$ cat src/rtl/clock_time_core.sv
// clock_time_core
// Time-of-day counter with a two-button set-mode controller.
//
// Ports:
//   clk          system clock; every register is clocked here
//   rst          asynchronous, active-low reset; clears all state
//   en_1clk      one-cycle pulse once per second (time base)
//   debclk_10hz  10 Hz square wave; its rising edge is the button sampling strobe
//   btn_mode     raw mode button (active-high, asynchronous, bouncy)
//   btn_up       raw increment button (active-high, asynchronous, bouncy)
//   hour         current hour, 0..MAX_HOUR
//   min          current minute, 0..59
//   sec          current second, 0..59
//   mode         controller state: 0 = RUN, 1 = SET_HOUR, 2 = SET_MIN
//   day_pulse    one-cycle pulse after the RUN-mode midnight rollover
//
// Signalling: there is no valid/ready handshake here. en_1clk and the
// internal press pulses are single-cycle events. Each one is consumed on the
// clock edge where it is high, and the result is visible from the next cycle.

module clock_time_core #(
  parameter int MAX_HOUR = 23
) (
  input  logic       clk,
  input  logic       rst,
  input  logic       en_1clk,
  input  logic       debclk_10hz,
  input  logic       btn_mode,
  input  logic       btn_up,
  output logic [4:0] hour,
  output logic [5:0] min,
  output logic [5:0] sec,
  output logic [1:0] mode,
  output logic       day_pulse
);

  typedef enum logic [1:0] {
    RUN      = 2'd0,
    SET_HOUR = 2'd1,
    SET_MIN  = 2'd2
  } mode_t;

  localparam logic [4:0] HOUR_MAX = 5'(MAX_HOUR);
  localparam logic [5:0] MS_MAX   = 6'd59;

  // Button vectors: bit 0 = mode button, bit 1 = up button.
  logic [1:0] btn_raw;
  logic [1:0] sync_a;
  logic [1:0] sync_b;
  logic [1:0] samp_new;
  logic [1:0] samp_old;
  logic [1:0] deb;
  logic [1:0] deb_d;
  logic [1:0] press;

  logic       debclk_d;
  logic       samp;

  mode_t      mode_q, mode_nxt;
  logic [4:0] hour_q, hour_nxt;
  logic [5:0] min_q, min_nxt;
  logic [5:0] sec_q, sec_nxt;
  logic       day_q, day_nxt;

  assign btn_raw = {btn_up, btn_mode};
  assign samp    = debclk_10hz & ~debclk_d;

  // Button conditioning: 2-FF synchronizer, a two-sample history taken on each
  // strobe, and a hysteretic level. The level sets on two high samples and
  // clears on two low samples. Mixed samples hold the level, which suppresses
  // single-sample bounces. The level update on a strobe edge looks at the
  // sample being taken on that same edge (sync_b) together with the previous
  // sample (samp_new).
  always_ff @(posedge clk or negedge rst) begin
    if (!rst) begin
      debclk_d <= 1'b0;
      sync_a   <= '0;
      sync_b   <= '0;
      samp_new <= '0;
      samp_old <= '0;
      deb      <= '0;
      deb_d    <= '0;
      press    <= '0;
    end else begin
      debclk_d <= debclk_10hz;
      sync_a   <= btn_raw;
      sync_b   <= sync_a;
      if (samp) begin
        samp_new <= sync_b;
        samp_old <= samp_new;
        deb      <= (deb | (sync_b & samp_new)) & ~(~sync_b & ~samp_new);
      end
      deb_d <= deb;
      press <= deb & ~deb_d;
    end
  end

  // State and time registers.
  always_ff @(posedge clk or negedge rst) begin
    if (!rst) begin
      mode_q <= RUN;
      hour_q <= '0;
      min_q  <= '0;
      sec_q  <= '0;
      day_q  <= 1'b0;
    end else begin
      mode_q <= mode_nxt;
      hour_q <= hour_nxt;
      min_q  <= min_nxt;
      sec_q  <= sec_nxt;
      day_q  <= day_nxt;
    end
  end

  // Next-state and field update. A mode press always takes priority over an
  // up press in the same cycle. In RUN the second tick still applies on the
  // edge where the mode press moves the controller to SET_HOUR.
  always_comb begin
    mode_nxt = mode_q;
    hour_nxt = hour_q;
    min_nxt  = min_q;
    sec_nxt  = sec_q;
    day_nxt  = 1'b0;
    case (mode_q)
      RUN: begin
        if (en_1clk) begin
          if (sec_q == MS_MAX) begin
            sec_nxt = '0;
            if (min_q == MS_MAX) begin
              min_nxt = '0;
              if (hour_q == HOUR_MAX) begin
                hour_nxt = '0;
                day_nxt  = 1'b1;
              end else begin
                hour_nxt = hour_q + 5'd1;
              end
            end else begin
              min_nxt = min_q + 6'd1;
            end
          end else begin
            sec_nxt = sec_q + 6'd1;
          end
        end
        if (press[0]) mode_nxt = SET_HOUR;
      end
      SET_HOUR: begin
        if (press[0]) begin
          mode_nxt = SET_MIN;
        end else if (press[1]) begin
          hour_nxt = (hour_q == HOUR_MAX) ? 5'd0 : hour_q + 5'd1;
        end
      end
      SET_MIN: begin
        if (press[0]) begin
          mode_nxt = RUN;
          sec_nxt  = '0;
        end else if (press[1]) begin
          min_nxt = (min_q == MS_MAX) ? 6'd0 : min_q + 6'd1;
        end
      end
      default: mode_nxt = RUN;
    endcase
  end

  assign hour      = hour_q;
  assign min       = min_q;
  assign sec       = sec_q;
  assign mode      = mode_q;
  assign day_pulse = day_q;

endmodule

$ cat config.mk
export PLATFORM = sky130hd
export DESIGN_NAME = clock_time_core
export DESIGN_NICKNAME = d
export VERILOG_FILES = /design/src/rtl/clock_time_core.sv
export SDC_FILE = /design/constraint.sdc
export NUM_CORES = 1
export LEC_CHECK = 0
export ABC_AREA = 1
export BUFFER_PORTS_ARGS = -buffer_cell sky130_fd_sc_hd__buf_2
export CAP_MARGIN = 25
export CORE_UTILIZATION = 59
export CTS_CLUSTER_SIZE = 30
export DETAILED_ROUTE_END_ITERATION = 12
export GPL_TIMING_DRIVEN = 1
export PLACE_DENSITY = 0.83
export SETUP_SLACK_MARGIN = 0.2
export SYNTH_ARGS = -nofsm -noshare
export SYNTH_HDL_FRONTEND = slang
export SYNTH_SLANG_ARGS = --single-unit
$ cat constraint.sdc
create_clock -name clk -period 3.4 [get_ports clk]
set_input_delay 1.02 -clock clk [delete_from_list [all_inputs] [get_ports clk]]
set_output_delay 1.02 -clock clk [all_outputs]
set_load 0.01 [all_outputs]
Word-level counts from Yosys, hierarchy flattened. Cells that the tools add are included.

$add $sub $neg: 3. Multiply operators: 0. Div/mod/pow operators: 0. Order comparisons: 0. Equality and inequality tests: 15. Shift-type cells: 0. Mux-type cells: 26. Bitwise operators: 11. Reduce and logical (&&, ||, !) cells: 7.

Operator list (number): $mux 6 (8); $mux 5 (6); $pmux 6 s2 (2); $ne 2x2->1 const B (10); $add 6x1->6 const B (2); $eq 6x6->1 const B (2); $pmux 5 s2 (1); $and 2x2->2 (4); $not 2->2 (4); $mux 2 (3); $pmux 2 s3 (1); $reduce_and 3->1 (2); $reduce_and 6->1 (1); $add 5x1->5 const B (1); $eq 5x5->1 const B (1); $mux 1 (5); $reduce_and 5->1 (1); $reduce_bool 2->1 (2); $eq 2x1->1 const B (1); $eq 2x2->1 const B (1); $logic_not 2->1 (1); $or 2x2->2 (1); $and 1x1->1 (1); $not 1->1 (1).

Bits in registers: 33. Bits in latches: 0. Bits in writable memories: 0. Memory bits (read-only): 0. Output and inout port bits: 20. Logic and storage cells: 74. Memories: 0.

Depth between registers and ports, before layout. Gate-level depths: netlist of run 1.

Depth in word-level cells: 6. Gate-level depth with buffers: 8.

Worst setup path before layout of run 1. No wires, ideal clock.

Path kind: in2reg. From: input port en_1clk. To: register min_q[2], in the netlist min[2]. Setup time: 0.118 ns. Arrival: 1.554 ns. Data required time: 3.282 ns. Slack: 1.728 ns. Cell stages on the path: 8. Buffers on the path: 1. Path through: inv_1 nand2_1 nand3_1 nor2_1 nand2_1 buf_6 nand2_1 o21ai_2.

Word-level cells in the longest chain between the ends: 2.

Ends and longest elaborated chain: start: declaration (RTL line 26) `input logic en_1clk,`; $ne 2x2->1 (no source line); $reduce_and 5->1 (no source line); end signal: assignment (RTL line 109) `min_q <= min_nxt;`; end: declaration (RTL line 61) `logic [5:0] min_q, min_nxt;`.

No other way between the ends. A chain may end at the register's enable or synchronous reset.

Worst setup path in the final report of run 1.
From: register min_q[0], in the netlist min[0]. To: output port min[0].

RTL lines: end: declaration (RTL line 31) `output logic [5:0] min,`.

No word-level cell between the ends.

==> run metrics, run 1 <==
status=complete, no violations; DRT Wirelength=2.89 mm; gate count after technology mapping=179; Adder-Cell Fraction of Synth Area=0.0240; CTS tree=done; total chip power=1340 µW; Tot GR Track Use=0.238; CP bufs+invs=1; mux share of post-synthesis cell area=0.00641; P_leak=0.000948 µW; CP delay by family, top=flip-flops; Setup TNS=0 ns; post-route ant nets=0; DRC=0; Final Core Density=0.707; Peak VDD IR=0.000569 V; TritonCTS Buffers=5; fin. max-slew vios=0; WS Path Type=flop to output pin; Critical Path RT=2.38 ns; die width=53.4 µm; row cnt=18; core area=2500 µm²; Final Setup Violations=0; Tmin final=2.03 ns; first-pass iteration count of the detailed router=4; Hold Vio Cnt, Final=0; # IOs=26; H-Tree Depth=2; First DRT Iteration DRCs=28; initial antenna violation count=0; Seq/Total Area, Yosys=0.529; Synthesized Nets=188; largest family of logic cells by synthesized area=simple AND/OR/NAND/NOR gates; final worst slack=1.37 ns; actual slew at the worst max-slew pin=0.711 ns; largest net degree at the start of global routing=34; fin crit share=0.597; Slowest-stage cell, CP=dfrtp_1; crit-path max FO=7; Area Overhead vs Synth=13.2%; Worst slew margin=0.526; Die Y=53.4 µm; post-cts resize count=0; Max Clock Freq=493 MHz; Via-to-Cell Ratio=5.26; Ys Warns=0; first-pass GRT wire length=4.59 mm; Arrival @ worst endpoint=1.01 ns; total clock sinks=33; PwrDens=757 nW/µm²; area of the die=2860 µm²; GRT overflow=0; Synth Cell Area=1560 µm²; placed wire-length estimate=2.08 mm; Yosys cell types=25; CP cell instances=buf_2; vias=1,262; dpl ws=1.44 ns; Antenna Cells=0; CTS Root Cell=clkbuf_4; simple-gate area share of the yosys netlist=0.281; syn avg cell area=8.72 µm²; Final #Nets=219; WL/cell=12.0 µm; Skew-Pair Late Insertion Delay=0.34 ns; Synth Register Bits=33; vias in the first global route=1,095; port buffer count=25; Reg clk slew, reported paths=0.09 ns; gpl congestion=0.829; Crit path largest cell delay=0.49 ns; Worst setup SP type=flop; setup bufs post-CTS=0; RSZ-0062 raised after global routing=false; compound-gate portion of the synthesized area=0.0785; Hold Crit Class=flop to flop; post-synthesis xor/xnor area fraction=0.0280; max-capacitance violation count=0; Max Clock Skew=0.00560 ns; clock buffer depth=2; Starting Density=0.625; layout cells sized above 1=0.214; hold buffer count at cts=0; crit end category=output pin
## stage by stage
stage	cells	instance area (µm²)	hold slack [ns]
after floorplan	179	1560	0.331
after detailed placement	233	1710	0.347
after global placement	233	1710	0.343
after global routing	240	1770	0.372
final	240	1770	0.364
after CTS	240	1770	0.368
## power breakdown
group / total, µW / internal [µW] / leakage (µW) / switching (µW)
Sequential: 624 / 493 / 0.000418 / 131
Combinational: 494 / 197 / 0.000499 / 298
Clock: 221 / 97.4 / 0.0000314 / 123
Total: 1340 / 787 / 0.000948 / 552
## area by class of cell
type / count / area [µm²]
multi-input combinational: 126 / 653
fill: 201 / 732
sequential: 33 / 826
clock buffer: 7 / 55.1
timing repair buffer: 25 / 125
inverter: 19 / 71.3
tap: 30 / 37.5
## cell usage in the layout, fill, tap and decap left out
master / count
a21oi_1: 3
buf_2: 25
clkbuf_1: 1
clkbuf_4: 5
clkbuf_8: 1
dfrtp_1: 33
ha_1: 3
inv_1: 17
inv_2: 2
mux2i_1: 1
nand2_1: 45
nand2_2: 4
nand3_1: 19
nand3_2: 1
nand3b_4: 1
nand4_1: 3
nor2_1: 21
nor2_4: 1
nor3_1: 1
o211ai_1: 1
o21a_1: 1
o21ai_0: 6
o21ai_1: 4
o21ai_2: 4
o21bai_1: 1
or2_2: 1
xnor2_1: 1
xor2_1: 4
## synth_stat cells
| master | n | area share |
|---|---|---|
| nand2_2 | 4 | 0.016 |
| nand3_1 | 19 | 0.061 |
| nand3_2 | 1 | 0.0064 |
| a21oi_1 | 3 | 0.0096 |
| xor2_1 | 4 | 0.022 |
| nand3b_4 | 1 | 0.013 |
| buf_6 | 1 | 0.0072 |
| inv_1 | 17 | 0.041 |
| inv_2 | 2 | 0.0048 |
| o21a_1 | 1 | 0.0048 |
| nor3_1 | 1 | 0.0032 |
| o21ai_1 | 4 | 0.013 |
| nor2_1 | 21 | 0.050 |
| xnor2_1 | 1 | 0.0056 |
| ha_1 | 3 | 0.024 |
| o211ai_1 | 1 | 0.0048 |
| mux2i_1 | 1 | 0.0064 |
| nand2_1 | 45 | 0.11 |
| or2_2 | 1 | 0.0040 |
| o21ai_2 | 4 | 0.022 |
| o21bai_1 | 1 | 0.0048 |
| o21ai_0 | 6 | 0.019 |
| nand4_1 | 3 | 0.012 |
| dfrtp_1 | 33 | 0.53 |
| nor2_4 | 1 | 0.0072 |
## logic make-up after synthesis
group | after synthesis
muxes | 1
xor gates and xnor gates | 5
and+or+nand+nor | 97
buffers and inverters | 20
AOI/OAI and AO/OA | 20
adders and majority gates | 3
DFF | 33
## registers in the layout, indices dropped and copies added, names as in the netlist
register	count
min	6
sync_b	2
samp_new	2
sec	6
debclk_d	1
press	2
hour	5
deb	2
mode	2
day_pulse	1
sync_a	2
deb_d	2
## worst paths after layout
path                           start        end  slack [ns]  cells after the start
setup / recovery              min[0]     min[0]        1.37                      1
hold / removal             sync_a[0]  sync_b[0]        0.36                      0
setup reg to reg              sec[0]     min[3]        1.81                      6
hold reg to reg            sync_a[0]  sync_b[0]        0.36                      0
max in group asynchronous        rst     sec[1]        2.22                      1
min in group asynchronous        rst     sec[5]        0.72                      1
## per-layer routing
metal	track usage	routed length [µm]	up-vias
met5	0	0	-
met4	0.140	85	0
met3	0.0833	128	10
met2	0.369	1390	29
met1	0.280	1280	584
li1	-	-	639
No activity file was read; power rests on OpenSTA's default activity.
==> run 2: changes to the inputs <==
--- a/config.mk
+++ b/config.mk
@@ -8,11 +8,11 @@
 export ABC_AREA = 1
 export BUFFER_PORTS_ARGS = -buffer_cell sky130_fd_sc_hd__buf_2
 export CAP_MARGIN = 25
-export CORE_UTILIZATION = 59
+export CORE_UTILIZATION = 55
 export CTS_CLUSTER_SIZE = 30
 export DETAILED_ROUTE_END_ITERATION = 12
 export GPL_TIMING_DRIVEN = 1
-export PLACE_DENSITY = 0.83
+export PLACE_DENSITY = 0.78
 export SETUP_SLACK_MARGIN = 0.2
 export SYNTH_ARGS = -nofsm -noshare
 export SYNTH_HDL_FRONTEND = slang
==> constraint.sdc (replaced) <==
create_clock -name clk -period 1.9 [get_ports clk]
set_input_delay 0.57 -clock clk [delete_from_list [all_inputs] [get_ports clk]]
set_output_delay 0.57 -clock clk [all_outputs]
set_load 0.01 [all_outputs]
==> run metrics, run 2 (synthesis results as in run 1) <==
Final Cell Area=1770 µm²; Clock power frac=0.159; H-Tree Depth=2; # IOs=26; GRT overflow=0; Reg area=826 µm²; hold buffer count at cts=0; largest net degree at the start of global routing=34; PwrDens=1330 nW/µm²; Final #Nets=219; Max Clock Skew=0.00791 ns; DRC=0; Flop pwr share=0.469; gpl congestion=0.830; Arrival @ worst endpoint=0.98 ns; port buffer count=25; Tot GR Track Use=0.200; Internal=1370 µW; Reg clk slew, reported paths=0.10 ns; DRT Wirelength=2.73 mm; vias=1,251; core area=2590 µm²; Max Clock Freq=645 MHz; fin crit share=0.816; Critical Path RT=1.33 ns; WS Path Type=flop to output pin; register-to-register setup slack=0.40 ns; depth of the most critical reg-to-reg path=6; CP cell instances=buf_2; Sw Share=0.417; die width=55.3 µm; vias in the first global route=1,196; Setup TNS=0 ns; Levels on crit path=1; total chip power=2350 µW; CP bufs+invs=1; commonest non-fill, non-tap cell in the layout=nand2_1; First DRT Iteration DRCs=59; Setup crit end=sec[3]; total clock sinks=33; most frequent cells in the layout=nand2_1, dfrtp_1, buf_2; Hold Crit Class=input pin to asynchronous set/reset pin; Starting Density=0.603; Crit path largest cell delay=0.47 ns; clock buffer depth=2; Worst slew margin=0.532; actual slew at the worst max-slew pin=0.703 ns; TritonCTS Buffers=5; setup bufs post-CTS=0; Post-DP Area=1710 µm²; P_leak=0.000948 µW; placed wire-length estimate=1.98 mm; Reg-to-Reg End=min[3]; Worst setup SP type=flop; Die Y=55.3 µm; layout cells sized above 1=0.227; Filler cells=214; first-pass GRT wire length=4.77 mm; CTS tree=done; Peak VDD IR=0.00105 V; initial antenna violation count=0; first-pass iteration count of the detailed router=4; max-capacitance violation count=0; row cnt=18; P_sw=982 µW; fin. max-slew vios=0; WL/cell=11.3 µm; area of the die=3060 µm²; combinational power share=0.372; post-cts resize count=0; Slowest-stage cell, CP=dfrtp_1; Area Overhead vs Synth=13.4%; Skew-Pair Late Insertion Delay=0.33 ns; Final Setup Violations=0; crit-path max FO=6; Tmin final=1.55 ns; Multi-input gate area=656 µm²; Worst Setup SP=sec[3]; post-route ant nets=0; status=complete, no violations; Hold Vio Cnt, Final=0; CTS Root Cell=clkbuf_4; CP delay by family, top=flip-flops; RSZ-0062 raised after global routing=false; Antenna Cells=0; crit end category=output pin; Final Core Density=0.684; R2R Path Start=min[0]; Via-to-Cell Ratio=5.19
run 2: how the worst min path moves through the flow:
stage                     slack (ns)       from  depth (start not counted)   endpoint
after floorplan                 0.27        rst                          0  day_pulse
after global placement          0.34  sync_a[1]                          0  sync_b[1]
after detailed placement        0.34  sync_a[1]                          0  sync_b[1]
after CTS                       0.29        rst                          1     min[0]
after global routing            0.32     btn_up                          1  sync_a[1]
final                           0.27        rst                          1     min[5]
run 2: power by group through the flow:
stage                     registers (µW)  clock network (µW)  logic, µW
after floorplan                     1150                   0        571
after CTS                           1100                 390        880
after detailed placement            1120                   0        876
final                               1100                 374        876
after global placement              1100                   0        844
after global routing                1140                 414       1000
run 2: metrics by stage:
stage	hold slack, ns	worst slack, ns	instances
after floorplan	0.274	0.521	179
after global placement	0.345	0.389	233
after detailed placement	0.342	0.352	233
after CTS	0.286	0.335	241
after global routing	0.322	0.284	241
final	0.272	0.350	241
run 2: metal layers:
metal  vias to the layer above  track usage  routed length [µm]
met2                        23        0.337                1350
met1                       582        0.230                1200
li1                        637            -                   -
met3                         9       0.0492                 113
met4                         0        0.118                  70
met5                         -            0                   0
run 2: layout make-up:
cell class / instances / area share
clock inverter: 3 / 0.00989
inverter: 19 / 0.0403
sequential: 33 / 0.466
multi-input combinational: 126 / 0.370
tap: 30 / 0.0212
timing repair buffer: 25 / 0.0707
clock buffer: 5 / 0.0212
==> run 3: changes to the inputs <==
--- a/config.mk
+++ b/config.mk
@@ -8,11 +8,11 @@
 export ABC_AREA = 1
 export BUFFER_PORTS_ARGS = -buffer_cell sky130_fd_sc_hd__buf_2
 export CAP_MARGIN = 25
-export CORE_UTILIZATION = 55
+export CORE_UTILIZATION = 49
 export CTS_CLUSTER_SIZE = 30
 export DETAILED_ROUTE_END_ITERATION = 12
 export GPL_TIMING_DRIVEN = 1
-export PLACE_DENSITY = 0.78
+export PLACE_DENSITY = 0.74
 export SETUP_SLACK_MARGIN = 0.2
 export SYNTH_ARGS = -nofsm -noshare
 export SYNTH_HDL_FRONTEND = slang
==> constraint.sdc (replaced) <==
create_clock -name clk -period 1.33 [get_ports clk]
set_input_delay 0.399 -clock clk [delete_from_list [all_inputs] [get_ports clk]]
set_output_delay 0.399 -clock clk [all_outputs]
set_load 0.01 [all_outputs]
==> run metrics, run 3 (synthesis results as in run 1) <==
status=finished, violations left; failing checks=negative setup slack; Tot GR Track Use=0.275; DRT Wirelength=5.58 mm; register-to-register setup slack=-0.12 ns; area of the die=3420 µm²; hold endpoint=sync_a[1]; Max Clock Skew=0.0221 ns; Post-DP Area=1860 µm²; Slowest-stage cell, CP=dfrtp_1; vias=1,680; Final Cell Area=2620 µm²; crit end category=flop; Starting Density=0.516; clock buffer depth=2; Tmin final=1.45 ns; Most common cell on crit path=buf_4; Via-to-Cell Ratio=5.62; Hold Crit Class=input pin to flop; vias in the first global route=1,539; GRT overflow=0; layout cells sized above 1=0.569; total chip power=5770 µW; initial antenna violation count=0; largest net degree at the start of global routing=21; dpl ws=0.0210 ns; P_leak=0.00128 µW; placed wire-length estimate=2.26 mm; first-pass iteration count of the detailed router=4; Hold Vio Cnt, Final=0; Hold Startpoint=btn_up; post-route ant nets=0; Final #Nets=263; Worst setup SP type=flop; PwrDens=2200 nW/µm²; port buffer count=25; layer with the highest usage=met2; Reg-to-Reg End=day_pulse; fin crit share=1.09; total clock sinks=33; R2R Path Start=sec[2]; CTS Root Cell=clkbuf_4; CTS tree=done; most frequent cells in the layout=nand2_1, buf_6, buf_4; CP cell instances=buf_4 -> inv_2 -> nand3_4 -> nor2_4 -> nand3b_4 -> buf_4 -> nor3_2; Arrival @ worst endpoint=1.74 ns; Final Setup Violations=20; row cnt=20; Reg clk slew, reported paths=0.12 ns; die width=58.5 µm; met3 Track Usage GR=0.0615; Worst Setup SP=sec[2]; Worst slew margin=0.769; max-capacitance violation count=0; Setup TNS=-1.22 ns; final worst slack=-0.118 ns; CP bufs+invs=3; WS Path Type=flop to flop; TritonCTS Buffers=5; core area=3030 µm²; Area Overhead vs Synth=68.0%; Filler cells=138; RSZ-0062 raised after global routing=true; H-Tree Depth=2; commonest non-fill, non-tap cell in the layout=nand2_1; crit-path max FO=7; Skew-Pair Late Insertion Delay=0.36 ns; CP delay by family, top=simple AND/OR/NAND/NOR gates; DRC=0; met1 Resource Use GR=0.308; Critical Path RT=1.62 ns; WL/cell=18.7 µm; Die Y=58.5 µm; worst hold stages=1; depth of the most critical reg-to-reg path=7; First DRT Iteration DRCs=94; gpl congestion=0.813; fin. max-slew vios=0; M2 GR Usage=0.461; # IOs=26; Antenna Cells=0; actual slew at the worst max-slew pin=0.346 ns; first-pass GRT wire length=6.69 mm; Max Clock Freq=690 MHz; Crit path largest cell delay=0.42 ns; Peak VDD IR=0.00132 V; WHS=0.159 ns
-- run 3: cell count changes in the layout (fill, tap and decap cells not counted), moves of 7 or more --
cell     before  now
buf_2        25   12
buf_4         0   26
buf_6         0   27
dfrtp_1      33   22
dfrtp_2       0   11
nand2_1      44   29
nand2_4       0   10
nor2_1       21   12
nor2_4        1    8
-- run 3: final cells by class --
class	count	area, µm²	share of cell area
tap	44	55.1	0.0210
clock buffer	7	55.1	0.0210
timing repair buffer	69	634	0.242
multi-input combinational	126	928	0.354
inverter	19	81.3	0.0310
sequential	33	840	0.320
clock inverter	1	30.0	0.0114
-- run 3: what timing repair did --
item	CTS	global route
setup buffers	28	8
gates resized for setup	60	36
pin swaps	12	19
hold endpoints to repair	13	0
cloned	0	1
endpoints found under the setup margin	38	38
hold buffers	1	0
-- run 3: worst reg2reg max path: stages, from the launching register on --
cell and delay (ns):
dfrtp_1 0.42, buf_4 0.14, inv_2 0.07, nand3_4 0.10
nor2_4 0.20, nand3b_4 0.17, buf_4 0.18, nor3_2 0.10
-- run 3: metrics by stage --
stage	util	instances
after global placement	0.614	253
after CTS	0.789	290
after global routing	0.867	299
after floorplan	-	179
final	0.867	299
after detailed placement	0.614	253
-- run 3: report_power, final --
part / leakage, µW / total (µW) / switching (µW) / internal (µW)
logic: 0.000832 / 3410 / 1740 / 1660
clock network: 0.0000455 / 808 / 360 / 448
registers: 0.000403 / 1560 / 273 / 1280
total: 0.00128 / 5770 / 2380 / 3390
-- run 3: how the worst max path moves through the flow --
stage / endpoint / cells past startpoint
global placement: hour[0] / 7
global route: hour[3] / 7
detailed placement: hour[4] / 7
floorplan: min[4] / 7
finish: day_pulse / 7
CTS: min[0] / 2
-- run 3: metal layers --
| layer | part of all wire | routed length [µm] |
|---|---|---|
| met4 | 0.060 | 332 |
| met3 | 0.066 | 371 |
| met1 | 0.35 | 1950 |
| met2 | 0.52 | 2920 |
| met5 | 0 | 0 |
